`config.mk`:
```
export PLATFORM = sky130hd
export DESIGN_NAME = shift_sched_arbiter
export DESIGN_NICKNAME = d
export VERILOG_FILES = /design/src/rtl/shift_sched_arbiter.sv
export SDC_FILE = /design/constraint.sdc
export NUM_CORES = 1
export LEC_CHECK = 0
export ABC_AREA = 0
export CAP_MARGIN = 20
export CORE_MARGIN = 5
export CORE_UTILIZATION = 54
export CTS_CLUSTER_DIAMETER = 50
export DETAILED_ROUTE_END_ITERATION = 10
export DONT_BUFFER_PORTS = 1
export PLACE_DENSITY = 0.67
export SLEW_MARGIN = 15
export SYNTH_ARGS = -nofsm -noshare
export SYNTH_HDL_FRONTEND = slang
export SYNTH_SLANG_ARGS = --single-unit
```
`constraint.sdc`:
```
create_clock -name clk -period 2.4 [get_ports clk]
set_clock_uncertainty 0.1 [all_clocks]
set_input_delay 0.12 -clock clk [delete_from_list [all_inputs] [get_ports clk]]
set_output_delay 0.12 -clock clk [all_outputs]
set_load 0.005 [all_outputs]
```
`src/rtl/shift_sched_arbiter.sv`:
```
// Shares the two-stage FP add/sub barrel shifter between ALN and NRM.
// Define SHIFT_ARB_RR_EN for round-robin arbitration (default: NRM first).
module shift_sched_arbiter #(
  parameter int SWR = 26,
  parameter int EWR = 5
) (
  input  logic           clk,
  input  logic           rst,
  input  logic           aln_valid_i,
  output logic           aln_ready_o,
  input  logic [SWR-1:0] aln_data_i,
  input  logic [EWR-1:0] aln_shift_i,
  input  logic           aln_dir_i,
  input  logic           aln_fill_i,
  input  logic           nrm_valid_i,
  output logic           nrm_ready_o,
  input  logic [SWR-1:0] nrm_data_i,
  input  logic [EWR-1:0] nrm_shift_i,
  input  logic           nrm_dir_i,
  input  logic           nrm_fill_i,
  output logic [SWR-1:0] sh_data_o,
  output logic           sh_dir_o,
  output logic [EWR-1:0] sh_shift_o,
  output logic           sh_fill_o,
  output logic           sh_load_o,
  input  logic [SWR-1:0] sh_data_i,
  output logic           res_valid_o,
  input  logic           res_ready_i,
  output logic [SWR-1:0] res_data_o,
  output logic           res_tag_o,
  output logic           busy_o
);

  typedef enum logic [1:0] {
    IDLE,
    LOAD,
    CAPT,
    DONE
  } state_t;

  state_t state;
  state_t state_nxt;

  logic [SWR-1:0] op_data;
  logic [EWR-1:0] op_shift;
  logic           op_dir;
  logic           op_fill;
  logic           op_tag;

  logic open_slot;
  logic sel_nrm;
  logic accept;

`ifdef SHIFT_ARB_RR_EN
  logic last_nrm;

  // On a tie the requester not granted last wins
  always_comb begin
    sel_nrm = nrm_valid_i & (~aln_valid_i | ~last_nrm);
  end

  // Remember who won the most recent acceptance
  always_ff @(posedge clk) begin
    if (rst) begin
      last_nrm <= 1'b0;
    end else if (accept) begin
      last_nrm <= sel_nrm;
    end
  end
`else
  // Fixed priority: NRM always beats ALN
  always_comb begin
    sel_nrm = nrm_valid_i;
  end
`endif

  // Readies go only to the winner, and only when a slot is free
  always_comb begin
    open_slot = ~rst & ((state == IDLE) |
                ((state == DONE) & res_ready_i));
    nrm_ready_o = open_slot & sel_nrm;
    aln_ready_o = open_slot & aln_valid_i & ~sel_nrm;
    accept = (nrm_valid_i & nrm_ready_o) |
             (aln_valid_i & aln_ready_o);
  end

  // State register
  always_ff @(posedge clk) begin
    if (rst) begin
      state <= IDLE;
    end else begin
      state <= state_nxt;
    end
  end

  // Next state and per-state outputs
  always_comb begin
    state_nxt   = state;
    sh_load_o   = 1'b0;
    res_valid_o = 1'b0;
    busy_o      = (state != IDLE);
    unique case (state)
      IDLE: begin
        if (accept) state_nxt = LOAD;
      end
      LOAD: begin
        sh_load_o = 1'b1;
        state_nxt = CAPT;
      end
      CAPT: begin
        state_nxt = DONE;
      end
      DONE: begin
        res_valid_o = 1'b1;
        if (res_ready_i) begin
          state_nxt = accept ? LOAD : IDLE;
        end
      end
    endcase
  end

  // Operands latch on acceptance and stay put through both stages
  always_ff @(posedge clk) begin
    if (rst) begin
      op_data  <= '0;
      op_shift <= '0;
      op_dir   <= 1'b0;
      op_fill  <= 1'b0;
      op_tag   <= 1'b0;
    end else if (accept) begin
      op_data  <= sel_nrm ? nrm_data_i  : aln_data_i;
      op_shift <= sel_nrm ? nrm_shift_i : aln_shift_i;
      op_dir   <= sel_nrm ? nrm_dir_i   : aln_dir_i;
      op_fill  <= sel_nrm ? nrm_fill_i  : aln_fill_i;
      op_tag   <= sel_nrm;
    end
  end

  // Second shifter stage settles in CAPT; grab it with its tag
  always_ff @(posedge clk) begin
    if (rst) begin
      res_data_o <= '0;
      res_tag_o  <= 1'b0;
    end else if (state == CAPT) begin
      res_data_o <= sh_data_i;
      res_tag_o  <= op_tag;
    end
  end

  assign sh_data_o  = op_data;
  assign sh_shift_o = op_shift;
  assign sh_dir_o   = op_dir;
  assign sh_fill_o  = op_fill;

endmodule

```
After elaboration in Yosys (flattened, before gate mapping)
Cells that the tools add are included.
Widths: inputs -> output; s select.
{ "totals": {"reg_bits": 63, "input_bits": 97, "output_inout_bits": 65, "elab_cells": 37} }
{ "op_classes": {"eq_ne": 5, "n_mux": 10, "bitwise_logic": 11, "n_reduce_logical": 3} }
{ "ops": {"columns": ["cell", "n"], "rows": [
  ["$mux 26", 1],
  ["$pmux 2 s4", 1],
  ["$and 1x1->1", 7],
  ["$mux 1", 5],
  ["$mux 5", 1],
  ["$eq 2x2->1 const B", 2],
  ["$mux 2", 2],
  ["$ne 2x2->1 const B", 2],
  ["$eq 2x1->1 const B", 1],
  ["$logic_not 2->1", 1],
  ["$not 1->1", 2],
  ["$or 1x1->1", 2],
  ["$reduce_and 2->1", 1],
  ["$reduce_bool 2->1", 1]
]} }

Depth between registers and ports, before layout
Gate-level depths: netlist of the first run.
{ "logic_depth": {"ltp_word": 11, "mapped_depth": 6} }

Worst setup path after synthesis of the first run
OpenSTA, ideal clock, no wires.
{ "synth_path": {"path_type": "register to register", "from": "register state[0]", "to": "register state[1]", "setup_time_ps": 115, "arrival_ps": 1422, "required_ps": 2185, "path_slack_ps": 764, "stages_incl_launch_ff": 6, "n_path_buf": 0, "period_less_slack_ps": 1636, "path_cell_list": "dfxtp_1 > inv_1 > ha_1 > or3b_4 > and4_1 > o21a_1"} }
{ "synth_between": {"elab_chain_cells": 10, "elab_cells_between_ends": 17, "cone_classes": "eq/ne: 5; mux: 1; bitwise: 9; reduce/logical: 2"} }
{ "synth_lines": {"columns": ["item", "line", "source"], "rows": [
  ["start, declared", "41", "state_t state;"],
  ["start signal, assigned", "92", "state <= state_nxt;"],
  ["$eq 2x2->1", "80, 102", null],
  ["$and 1x1->1", "80", "((state == DONE) & res_ready_i));"],
  ["$or 1x1->1", "79", "open_slot = ~rst & ((state == IDLE) |"],
  ["$and 1x1->1", "79", null],
  ["$and 1x1->1 (2 in series)", "82", "aln_ready_o = open_slot & aln_valid_i & ~sel_nrm;"],
  ["$and 1x1->1", "84", "(aln_valid_i & aln_ready_o);"],
  ["$or 1x1->1", "83", "accept = (nrm_valid_i & nrm_ready_o) |"],
  ["$ne 2x2->1 (no line)", null, null],
  ["$reduce_and 2->1 (no line)", null, null]
]} }
Several ways; a longest one is shown, not always the timed one.
A chain may end at the register's enable or synchronous reset.

Final worst setup path of the first run
{ "layout_path": {"from": "register state[0]", "to": "register op_tag"} }
{ "layout_between": {"elab_chain_cells": 8, "elab_cells_between_ends": 11, "cone_classes": "eq/ne: 1; bitwise: 9; reduce/logical: 1"} }
{ "layout_lines": {"columns": ["item", "line", "source"], "rows": [
  ["$eq 2x2->1", "80", null],
  ["$and 1x1->1", "80", null],
  ["$or 1x1->1 (*)", "79", null],
  ["$and 1x1->1 (*)", "79", null],
  ["$and 1x1->1 (2 in series)", "82", null],
  ["$and 1x1->1", "84", null],
  ["$or 1x1->1 (*)", "83", null],
  ["end signal, assigned", "135", "op_tag <= sel_nrm;"],
  ["end, declared", "48", "logic op_tag;"]
]} }
Mark *: on every way between the ends. The rest lies on a longest branch, timed or not.

==> Implementation_results.wiki, run 1 <==
{| class="wikitable"
! Metric !! Value
|-
| Syn Nets || 380
|-
| Routed length per instance || 19.8 um
|-
| Power density over cell area || 986 mW/mm^2
|-
| Total congestion overflow || 0
|-
| Number of H-tree levels || 3
|-
| Sink Count || 63
|-
| Clock latency on the worst-skew pair || 320 ps
|-
| Startpoint kind of the worst setup timing path || flip-flop
|-
| Signal arrival time at the worst endpoint || about 2300 ps
|-
| Final non-filler cell area || between 0.003 and 0.004 sq mm
|-
| Die area || 0.00731 sq mm
|-
| Weighted congestion at the end of routability-driven global placement || 0.814
|-
| Startpoint of the worst setup timing path || state[0]
|-
| Number of hold violations in the final report || 0
|-
| Crit end category || flip-flop
|-
| Relative slew margins || between 60% and 70%
|-
| Peak-usage layer in the global routing report || met2
|-
| Dpl hpwl || 4.66 mm
|-
| Synthesized area || roughly 0.0031 sq mm
|-
| Cell count after placement || about 330
|-
| Area growth from synthesis to final layout || 22.3%
|-
| Initial antenna violation count || 0
|-
| DIE HEIGHT || 85.5 um
|-
| Fmax || 466 MHz
|-
| Max-slew violation total from the final report || 0
|-
| I/O pins || roughly 160
|-
| First DRT Iteration DRCs || between 100 and 150
|-
| Fraction of layout instances using a drive strength above 1 || 18.0%
|-
| Count of port buffers added during placement || 0
|-
| Core outline area || 0.00554 sq mm
|-
| Number of placement rows || 27
|-
| Maximum root-to-sink buffer count || 2
|-
| GR Util met3 || 9.22%
|-
| Clock transition time at the flip-flop clock pins of the worst setup and hold paths || ~70 ps
|-
| Number of detailed-route iterations in the first pass || 4
|-
| Mean area per synthesized cell || 11.1 sq um
|-
| Reg2reg start || state[0]
|-
| Least-Margin Pin Slew || about 480 ps
|-
| Max stage delay cell, worst path || sky130_fd_sc_hd__dlygate4sd3_1
|-
| Portion of synthesized cell area occupied by the leading cell type || 41.0%
|-
| Sequential-to-total area share from yosys stat || 41.0%
|-
| Final wirelength || 7.84 mm
|-
| Global-route wire length before repair || 12.1 mm
|-
| Post-route clock period utilization || 89.5%
|-
| Yosys Warn Count || 0
|-
| Via count of the routed design || 2395
|-
| Synth cell types || 28
|-
| Cells taking the most area after synthesis || sky130_fd_sc_hd__dfxtp_1 (41%), sky130_fd_sc_hd__mux2i_1 (20%), sky130_fd_sc_hd__a311oi_2 (15%)
|-
| Met2 layer usage reported by global route || 33.8%
|-
| Vias per cell || 6.06
|-
| Placement Cell Area || 0.00302 sq mm
|-
| TritonCTS Buffers || 9
|-
| Setup Buffers After CTS || 0
|-
| Unrepaired setup endpoints after global routing || false
|-
| Number of global-route vias before repair || between 2000 and 2500
|-
| Largest vdd supply drop || 0.000531 V
|-
| Run status || finished clean
|-
| Total Neg Setup Slack || 0 ps
|-
| Clock tree from TritonCTS || built
|-
| Max stage delay on crit path || 560 ps
|-
| Leakage component of the power || around 0.0014 uW
|-
| Critical path start-end classification || flip-flop to flip-flop
|-
| Final setup vio count || 0
|-
| Min Clock Period, post-route || 2150 ps
|-
| Ordered cell list for the critical path || inv_1 > ha_1 > a21o_2 > buf_4 > nand2_1 > a21oi_1 > dlygate4sd3_1
|-
| Hold Crit Class || primary input to flip-flop
|-
| Worst endpoint required time || approximately 2500 ps
|-
| Maximum number of pins on one net before global-route repair || 63
|-
| Count of placed standard cells in the final layout, fillers left out || 395
|-
| Number of storage elements in the synthesis netlist || 63
|-
| Post-route worst hold slack || 5.62 ps
|-
| Largest area contributor in the netlist || sky130_fd_sc_hd__dfxtp_1
|-
| N_diodes || 0
|-
| Number of instances in the synthesized netlist || 278
|-
| Min-Delay Startpoint || aln_data_i[1]
|-
| Crit Path Max Fanout || 17
|-
| Post-placement worst setup slack || 588 ps
|-
| Count of nets after finishing || 420
|-
| Starting density of the core || 55.6%
|-
| Met1 usage || 24.0%
|-
| Root buffer selected by CTS || sky130_fd_sc_hd__clkbuf_8
|-
| Setup ws final || ~250 ps
|-
| Max cap viols || 0
|-
| DIE WIDTH || 85.5 um
|-
| All-Layer GR Usage || a little over 20%
|-
| Residual antenna-violating net count after detailed routing || 0
|-
| # DRC || 0
|}
[critical path, delay by kind of cell (launching register included)]
family / cells / cell delay (ps)
DFF: 1 / 400
AOI/OAI and AO/OA: 2 / 290
and+or+nand+nor: 1 / 80
adders and majority gates: 1 / 280
buffers and inverters: 3 / 890
[final timing paths]
kind,endpoint,slack (ps),depth (start not counted)
worst max-delay path,op_tag,250,7
worst min-delay path,sh_data_o[1],6,2
worst max register to register,op_tag,250,7
worst min register to register,res_tag_o,390,2
[metal layers]
layer / vias to the layer above / wire (um)
li1: 1145 / -
met3: 10 / 814
met2: 113 / 3720
met5: - / 0
met4: 0 / 88
met1: 1127 / 3220
[where the power goes]
group	switching (uW)	internal (uW)	total (uW)	leakage, uW
logic	757	599	1360	0.000759
registers	199	1290	1480	0.000515
clock network	370	504	873	0.000100
total	1330	2390	3710	0.00137
[synth_stat cells]
library cell	n
sky130_fd_sc_hd__dfxtp_1	63
sky130_fd_sc_hd__mux2i_1	60
sky130_fd_sc_hd__a31oi_1	34
sky130_fd_sc_hd__a311oi_2	31
sky130_fd_sc_hd__nor2_1	27
sky130_fd_sc_hd__buf_2	15
sky130_fd_sc_hd__clkbuf_1	8
sky130_fd_sc_hd__buf_6	5
sky130_fd_sc_hd__ha_1	5
sky130_fd_sc_hd__inv_1	4
sky130_fd_sc_hd__a311oi_1	3
sky130_fd_sc_hd__a21oi_1	2
sky130_fd_sc_hd__and3_1	2
sky130_fd_sc_hd__buf_1	2
sky130_fd_sc_hd__bufbuf_8	2
sky130_fd_sc_hd__nand2_1	2
sky130_fd_sc_hd__o21a_1	2
sky130_fd_sc_hd__a211oi_2	1
sky130_fd_sc_hd__a21o_1	1
sky130_fd_sc_hd__a41oi_1	1
sky130_fd_sc_hd__and4_1	1
sky130_fd_sc_hd__clkinv_1	1
sky130_fd_sc_hd__nand2b_1	1
sky130_fd_sc_hd__nor4_1	1
sky130_fd_sc_hd__o21ai_0	1
sky130_fd_sc_hd__or2_1	1
sky130_fd_sc_hd__or2_2	1
sky130_fd_sc_hd__or3b_4	1
[timing repair]
| item | CTS | global route |
|---|---|---|
| hold buffers | 52 | 2 |
| resized for setup | 0 | 0 |
| hold endpoints to repair | 62 | 2 |
[logic make-up after synthesis]
group | share of synthesized area, %
compound gates | 24.8
flops | 41.0
mux | 19.5
buf+inv | 7.31
simple gates | 5.40
fa+ha+maj | 2.03
[cell type report]
class                           instances  area [sq um]
Clock buffer                           12           145
Clock inverter                          4          45.0
Fill cell                             421          1780
Inverter                                5          18.8
Multi-Input combinational cell        178          1590
Sequential cell                        63          1260
Tap cell                               72          90.1
Timing Repair Buffer                   61           611
[cell usage in the layout, fill, tap and decap left out, drive strengths merged]
master,n
ha,5
a41oi,1
a21oi,2
or2,2
and3,2
nor2,27
nand2,2
inv,4
a31oi,34
or3b,1
o21a,2
nand2b,1
dlygate4sd3,53
and4,1
o21ai,1
clkinv,4
dfxtp,63
buf,8
clkbuf,12
a211oi,1
a21o,1
mux2i,60
nor4,1
a311oi,34
bufinv,1
[sequential cells by signal (all words and copies together), names as in the netlist]
| register | flops |
|---|---|
| sh_fill_o | 1 |
| res_data_o | 26 |
| res_tag_o | 1 |
| state | 2 |
| sh_data_o | 26 |
| op_tag | 1 |
| sh_shift_o | 5 |
| sh_dir_o | 1 |
[metrics by stage]
step                      power (uW)  util, %
after floorplan                 2570        -
after global placement          2710     54.4
after detailed placement        2730     54.4
after CTS                       3720     67.6
after global routing            3940     68.0
final                           3710     68.0
Power figures use the tool's default switching activity.
==> inputs of run 2 (changes only) <==
Settings changed: CORE_ASPECT_RATIO from default to 2.
==> Implementation_results.wiki, run 2 (synthesis results as in run 1) <==
{| class="wikitable"
! Metric !! Value
|-
| Run status || finished clean
|-
| Max stage delay cell, worst path || sky130_fd_sc_hd__dlygate4sd3_1
|-
| Hold Crit Class || primary input to flip-flop
|-
| Signal arrival time at the worst endpoint || 2310 ps (+60 ps)
|-
| Weighted congestion at the end of routability-driven global placement || 0.856 (+5.2%)
|-
| Number of placement rows || 39 (+44%)
|-
| Critical path start-end classification || flip-flop to flip-flop
|-
| Least-Margin Pin Slew || 672 ps (+195 ps)
|-
| Clock latency on the worst-skew pair || 320 ps (about the same)
|-
| Worst r2r dst || op_tag
|-
| Count of nets after finishing || 408 (-2.9%)
|-
| Number of hold violations in the final report || 0 (unchanged)
|-
| Top library cells by usage in the layout, fill and taps aside || sky130_fd_sc_hd__dfxtp_1 (63), sky130_fd_sc_hd__mux2i_1 (60), sky130_fd_sc_hd__dlygate4sd3_1 (43), sky130_fd_sc_hd__a31oi_1 (34), sky130_fd_sc_hd__a311oi_2 (31)
|-
| Initial antenna violation count || 0 (unchanged)
|-
| Most common cell after layout, fill and taps aside || sky130_fd_sc_hd__dfxtp_1
|-
| Starting density of the core || 54.9% (-0.71 points)
|-
| Total of fill cells in the finished design || 423 (+0.48%)
|-
| Global-route wire length before repair || 12.3 mm (+1.8%)
|-
| Final setup vio count || 0 (unchanged)
|-
| Area growth from synthesis to final layout || 22.0%
|-
| All-Layer GR Usage || 21.0% (+0.41 points)
|-
| Max stage delay on crit path || 570 ps (about the same)
|-
| Ordered cell list for the critical path || inv_1 > ha_1 > a21o_2 > buf_4 > nand2_1 > a21oi_1 > dlygate4sd3_1
|-
| Cell count after placement || 312 (-4.0%)
|-
| Die area || 0.00740 sq mm (+1.2%)
|-
| # resized after CTS || 0 (unchanged)
|-
| Reg2reg start || state[0]
|-
| Root buffer selected by CTS || sky130_fd_sc_hd__clkbuf_16
|-
| Relative slew margins || 55.2% (-13 points)
|-
| Total Neg Setup Slack || 0 ps (unchanged)
|-
| Maximum root-to-sink buffer count || 2 (unchanged)
|-
| Fmax || 454 MHz (-2.4%)
|-
| Maximum number of pins on one net before global-route repair || 63 (unchanged)
|-
| Final wirelength || 7.85 mm (+0.19%)
|-
| Startpoint of the worst setup timing path || state[0]
|-
| Sink Count || 63 (unchanged)
|-
| Worst endpoint required time || 2510 ps (about the same)
|-
| Clock transition time at the flip-flop clock pins of the worst setup and hold paths || 60 ps (about the same)
|-
| TritonCTS Buffers || 9 (unchanged)
|-
| Setup Buffers After CTS || 0 (unchanged)
|-
| I/O pins || 162 (unchanged)
|-
| Number of global-route vias before repair || 2451 (+3.8%)
|-
| Total congestion overflow || 0 (unchanged)
|-
| # DRC || 0 (unchanged)
|-
| DIE HEIGHT || 117 um (+37%)
|-
| Max cap viols || 0 (unchanged)
|-
| Crit Path Max Fanout || 32 (+15)
|-
| Number of detailed-route iterations in the first pass || 4 (unchanged)
|-
| Leakage component of the power || 0.00137 uW (-0.26%)
|-
| R2R depth || 7 (unchanged)
|-
| Vias per cell || 6.43 (+6.0%)
|-
| Startpoint kind of the worst setup timing path || flip-flop
|-
| Routed length per instance || 21.1 um (+6.4%)
|-
| Via count of the routed design || 2391 (-0.17%)
|-
| Capturing element of the worst setup path || op_tag
|-
| Post-route clock period utilization || 91.7% (+2.2 points)
|-
| Largest vdd supply drop || 0.00123 V (+130%)
|-
| Cts-stage hold buffer count || 44 (-15%)
|-
| Residual antenna-violating net count after detailed routing || 0 (unchanged)
|-
| Dpl hpwl || 4.72 mm (+1.3%)
|-
| Fraction of layout instances using a drive strength above 1 || 18.6% (+0.69 points)
|-
| DIE WIDTH || 63.4 um (-26%)
|-
| Count of placed standard cells in the final layout, fillers left out || 372 (-5.8%)
|-
| Count of port buffers added during placement || 0 (unchanged)
|-
| Power density over cell area || 1090 mW/mm^2 (+10%)
|-
| Flop2flop setup slack || 200 ps (-50 ps)
|-
| Min Clock Period, post-route || 2200 ps (+53.5 ps)
|-
| Placement Cell Area || 0.00300 sq mm (-0.54%)
|-
| First DRT Iteration DRCs || 164 (+28%)
|-
| Number of H-tree levels || 3 (unchanged)
|-
| Unrepaired setup endpoints after global routing || false
|-
| N_diodes || 0 (unchanged)
|-
| Clock tree from TritonCTS || built
|-
| Max-slew violation total from the final report || 0 (unchanged)
|-
| Crit end category || flip-flop
|-
| Final non-filler cell area || 0.00376 sq mm (-0.23%)
|-
| Core outline area || 0.00561 sq mm (+1.3%)
|}
-- run 2: area by class of cell --
cell class	count	area [sq um]	share of cell area, %
clock buffers	9	225	6.00
well taps	61	76.3	2.03
clock inverters	7	72.6	1.93
repair buffers	49	508	13.5
multi-input cells	178	1590	42.4
inverters	5	18.8	0.500
flip-flops and latches	63	1260	33.6
-- run 2: per-stage QoR --
step | total power [uW] | util [%] | hold slack [ps] | setup WS (ps)
2_1_floorplan | 2570 | - | 167 | 764
3_3_place_gp | 2660 | 53.5 | 95.1 | 641
3_5_place_dp | 2720 | 53.5 | 96.4 | 500
4_1_cts | 4080 | 66.9 | 0.288 | 231
5_1_grt | 4310 | 66.9 | 5.32 | 32.0
6_report | 4080 | 66.9 | 9.47 | 198
-- run 2: worst min path at each step --
| stage | start | end | slack, ps | cells after the start |
|---|---|---|---|---|
| 3_5_place_dp | rst | state[0] | 100 | 1 |
| 3_3_place_gp | rst | state[0] | 100 | 1 |
| 4_1_cts | nrm_fill_i | sh_fill_o | 0.3 | 2 |
| 6_report | aln_shift_i[4] | sh_shift_o[4] | 9 | 2 |
| 5_1_grt | nrm_data_i[18] | sh_data_o[18] | 5 | 2 |
| 2_1_floorplan | sh_data_i[0] | res_data_o[0] | 170 | 2 |
-- run 2: report_power, final --
group / internal, uW / switching [uW]
Combinational: 571 / 753
Clock: 804 / 467
Sequential: 1290 / 198
Total: 2660 / 1420
-- run 2: critical path: cells and delay by family (launching register included) --
kind	cells	cell delay, ps
buf+inv	3	930
flops	1	380
fa+ha+maj	1	280
compound gates	2	280
simple gates	1	110
-- run 2: metal layers --
metal	track usage [%]	routed length, um
met5	0	0
met4	11.0	207
met3	8.88	771
met2	34.9	4160
met1	22.4	2720
==> inputs of run 3 (changes only) <==
Settings changed: PLACE_DENSITY 0.67 to default, PLACE_DENSITY_LB_ADDON from default to 0.25.
==> Implementation_results.wiki, run 3 (synthesis results as in run 1) <==
{| class="wikitable"
! Metric !! Value
|-
| Run status || finished clean
|-
| Total congestion overflow || 0 (unchanged)
|-
| Initial antenna violation count || 0 (unchanged)
|-
| Min Clock Period, post-route || 2170 ps (-29.9 ps)
|-
| Maximum root-to-sink buffer count || 2 (unchanged)
|-
| Number of hold violations in the final report || 0 (unchanged)
|-
| DIE WIDTH || 63.4 um (unchanged)
|-
| Unrepaired setup endpoints after global routing || false
|-
| Post-layout power || 4050 uW (-0.60%)
|-
| Die area || 0.00740 sq mm (unchanged)
|-
| N_diodes || 0 (unchanged)
|-
| Fraction of layout instances using a drive strength above 1 || 18.4% (-0.20 points)
|-
| All-Layer GR Usage || 21.4% (+0.37 points)
|-
| Ordered cell list for the critical path || inv_1 > ha_1 > a21o_2 > buf_6 > nand2_1 > a21oi_1 > dlygate4sd3_1
|-
| Number of detailed-route iterations in the first pass || 4 (unchanged)
|-
| Leakage component of the power || 0.00136 uW (-0.58%)
|-
| # DRC || 0 (unchanged)
|-
| Utilization after layout || 66.2% (-0.71 points)
|-
| Core outline area || 0.00561 sq mm (unchanged)
|-
| Setup Buffers After CTS || 0 (unchanged)
|-
| DIE HEIGHT || 117 um (unchanged)
|-
| Routed length per instance || 21.4 um (+1.3%)
|-
| Weighted congestion at the end of routability-driven global placement || 0.663 (-23%)
|-
| Critical path start-end classification || flip-flop to flip-flop
|-
| Crit Path Max Fanout || 36 (+13%)
|-
| Area of the multi-input gates || 0.00159 sq mm (unchanged)
|-
| Relative slew margins || 54.7% (-0.49 points)
|-
| Maximum number of pins on one net before global-route repair || 63 (unchanged)
|-
| Number of H-tree levels || 3 (unchanged)
|-
| Max cap viols || 0 (unchanged)
|-
| Clock latency on the worst-skew pair || 320 ps (about the same)
|-
| Clock transition time at the flip-flop clock pins of the worst setup and hold paths || 50 ps (about the same)
|-
| Starting density of the core || 54.9% (unchanged)
|-
| Signal arrival time at the worst endpoint || 2280 ps (-30 ps)
|-
| Number of global-route vias before repair || 2532 (+3.3%)
|-
| Top library cells by usage in the layout, fill and taps aside || sky130_fd_sc_hd__dfxtp_1 (63), sky130_fd_sc_hd__mux2i_1 (60), sky130_fd_sc_hd__dlygate4sd3_1 (41), sky130_fd_sc_hd__a31oi_1 (34), sky130_fd_sc_hd__a311oi_2 (31)
|-
| Via count of the routed design || 2374 (-0.71%)
|-
| Startpoint kind of the worst setup timing path || flip-flop
|-
| Power density over cell area || 1090 mW/mm^2 (+0.47%)
|-
| First DRT Iteration DRCs || 243 (+48%)
|-
| Area growth from synthesis to final layout || 20.7%
|-
| Sink Count || 63 (unchanged)
|-
| Area taken by flip-flops and latches || 0.00126 sq mm (unchanged)
|-
| Total Neg Setup Slack || 0 ps (unchanged)
|-
| TritonCTS Buffers || 9 (unchanged)
|-
| Most common cell after layout, fill and taps aside || sky130_fd_sc_hd__dfxtp_1
|-
| Root buffer selected by CTS || sky130_fd_sc_hd__clkbuf_16
|-
| Dpl hpwl || 4.95 mm (+4.9%)
|-
| Vias per cell || 6.42 (-0.17%)
|-
| Least-Margin Pin Slew || 676 ps (+3.14 ps)
|-
| Final setup vio count || 0 (unchanged)
|-
| Worst endpoint required time || 2510 ps (about the same)
|-
| Residual antenna-violating net count after detailed routing || 0 (unchanged)
|-
| Count of port buffers added during placement || 0 (unchanged)
|-
| Number of placement rows || 39 (unchanged)
|-
| Post-route clock period utilization || 90.5% (-1.2 points)
|-
| Final wirelength || 7.91 mm (+0.74%)
|-
| Cell family with the largest share of critical-path delay || buffers and inverters
|-
| Max stage delay on crit path || 560 ps (about the same)
|-
| I/O pins || 162 (unchanged)
|-
| Clock tree from TritonCTS || built
|-
| Critical path buffer and inverter count || 3 (unchanged)
|-
| Max stage delay cell, worst path || sky130_fd_sc_hd__dlygate4sd3_1
|-
| Largest vdd supply drop || 0.000784 V (-36%)
|-
| Hold Crit Class || primary input to flip-flop
|-
| Total of fill cells in the finished design || 439 (+3.8%)
|-
| Global-route wire length before repair || 12.6 mm (+2.0%)
|-
| Fmax || 460 MHz (+1.4%)
|-
| Crit end category || flip-flop
|-
| Count of nets after finishing || 407 (-0.25%)
|-
| Max-slew violation total from the final report || 0 (unchanged)
|}
==> run 3: path summary, 6_finish.rpt <==
kind / startpoint / cells after the start / slack [ps] / to
setup / recovery: state[0] / 7 / 230 / op_tag
hold / removal: aln_data_i[12] / 2 / 6 / sh_data_o[12]
setup reg to reg: state[0] / 7 / 230 / op_tag
hold reg to reg: op_tag / 2 / 390 / res_tag_o
==> run 3: where the power goes <==
part           switching [uW]  internal [uW]  leakage [uW]  total [uW]
logic                     766            577      0.000706        1340
registers                 198           1290      0.000515        1490
clock network             436            789      0.000142        1230
==> run 3: timing repair <==
action	in CTS	in global routing
gates resized for setup	0	1
endpoints found under the setup margin	0	1
hold endpoints to repair	62	0
hold buffers	42	0
==> run 3: through the flow <==
stage | hold slack (ps) | std cells | worst slack [ps] | area [sq um]
floorplan | 167 | 278 | 764 | 3080
detailed placement | 96.7 | 313 | 469 | 3000
global placement | 95.7 | 313 | 638 | 3000
CTS | 2.02 | 370 | 168 | 3710
global route | 13.6 | 370 | 95.7 | 3720
finish | 6.16 | 370 | 228 | 3720
==> run 3: area by class of cell <==
type                            instances  share of cell area [%]
Tap cell                               61                    2.05
Clock inverter                          5                    1.35
Multi-Input combinational cell        178                    42.9
Clock buffer                           10                    6.16
Inverter                                5                   0.505
Timing Repair Buffer                   48                    13.1
Sequential cell                        63                    33.9
==> run 3: metal layers <==
metal	GRT usage (%)	share of wire, %
met5	0	0
met4	10.1	2.0
met3	8.69	11
met2	35.7	52
met1	23.3	35
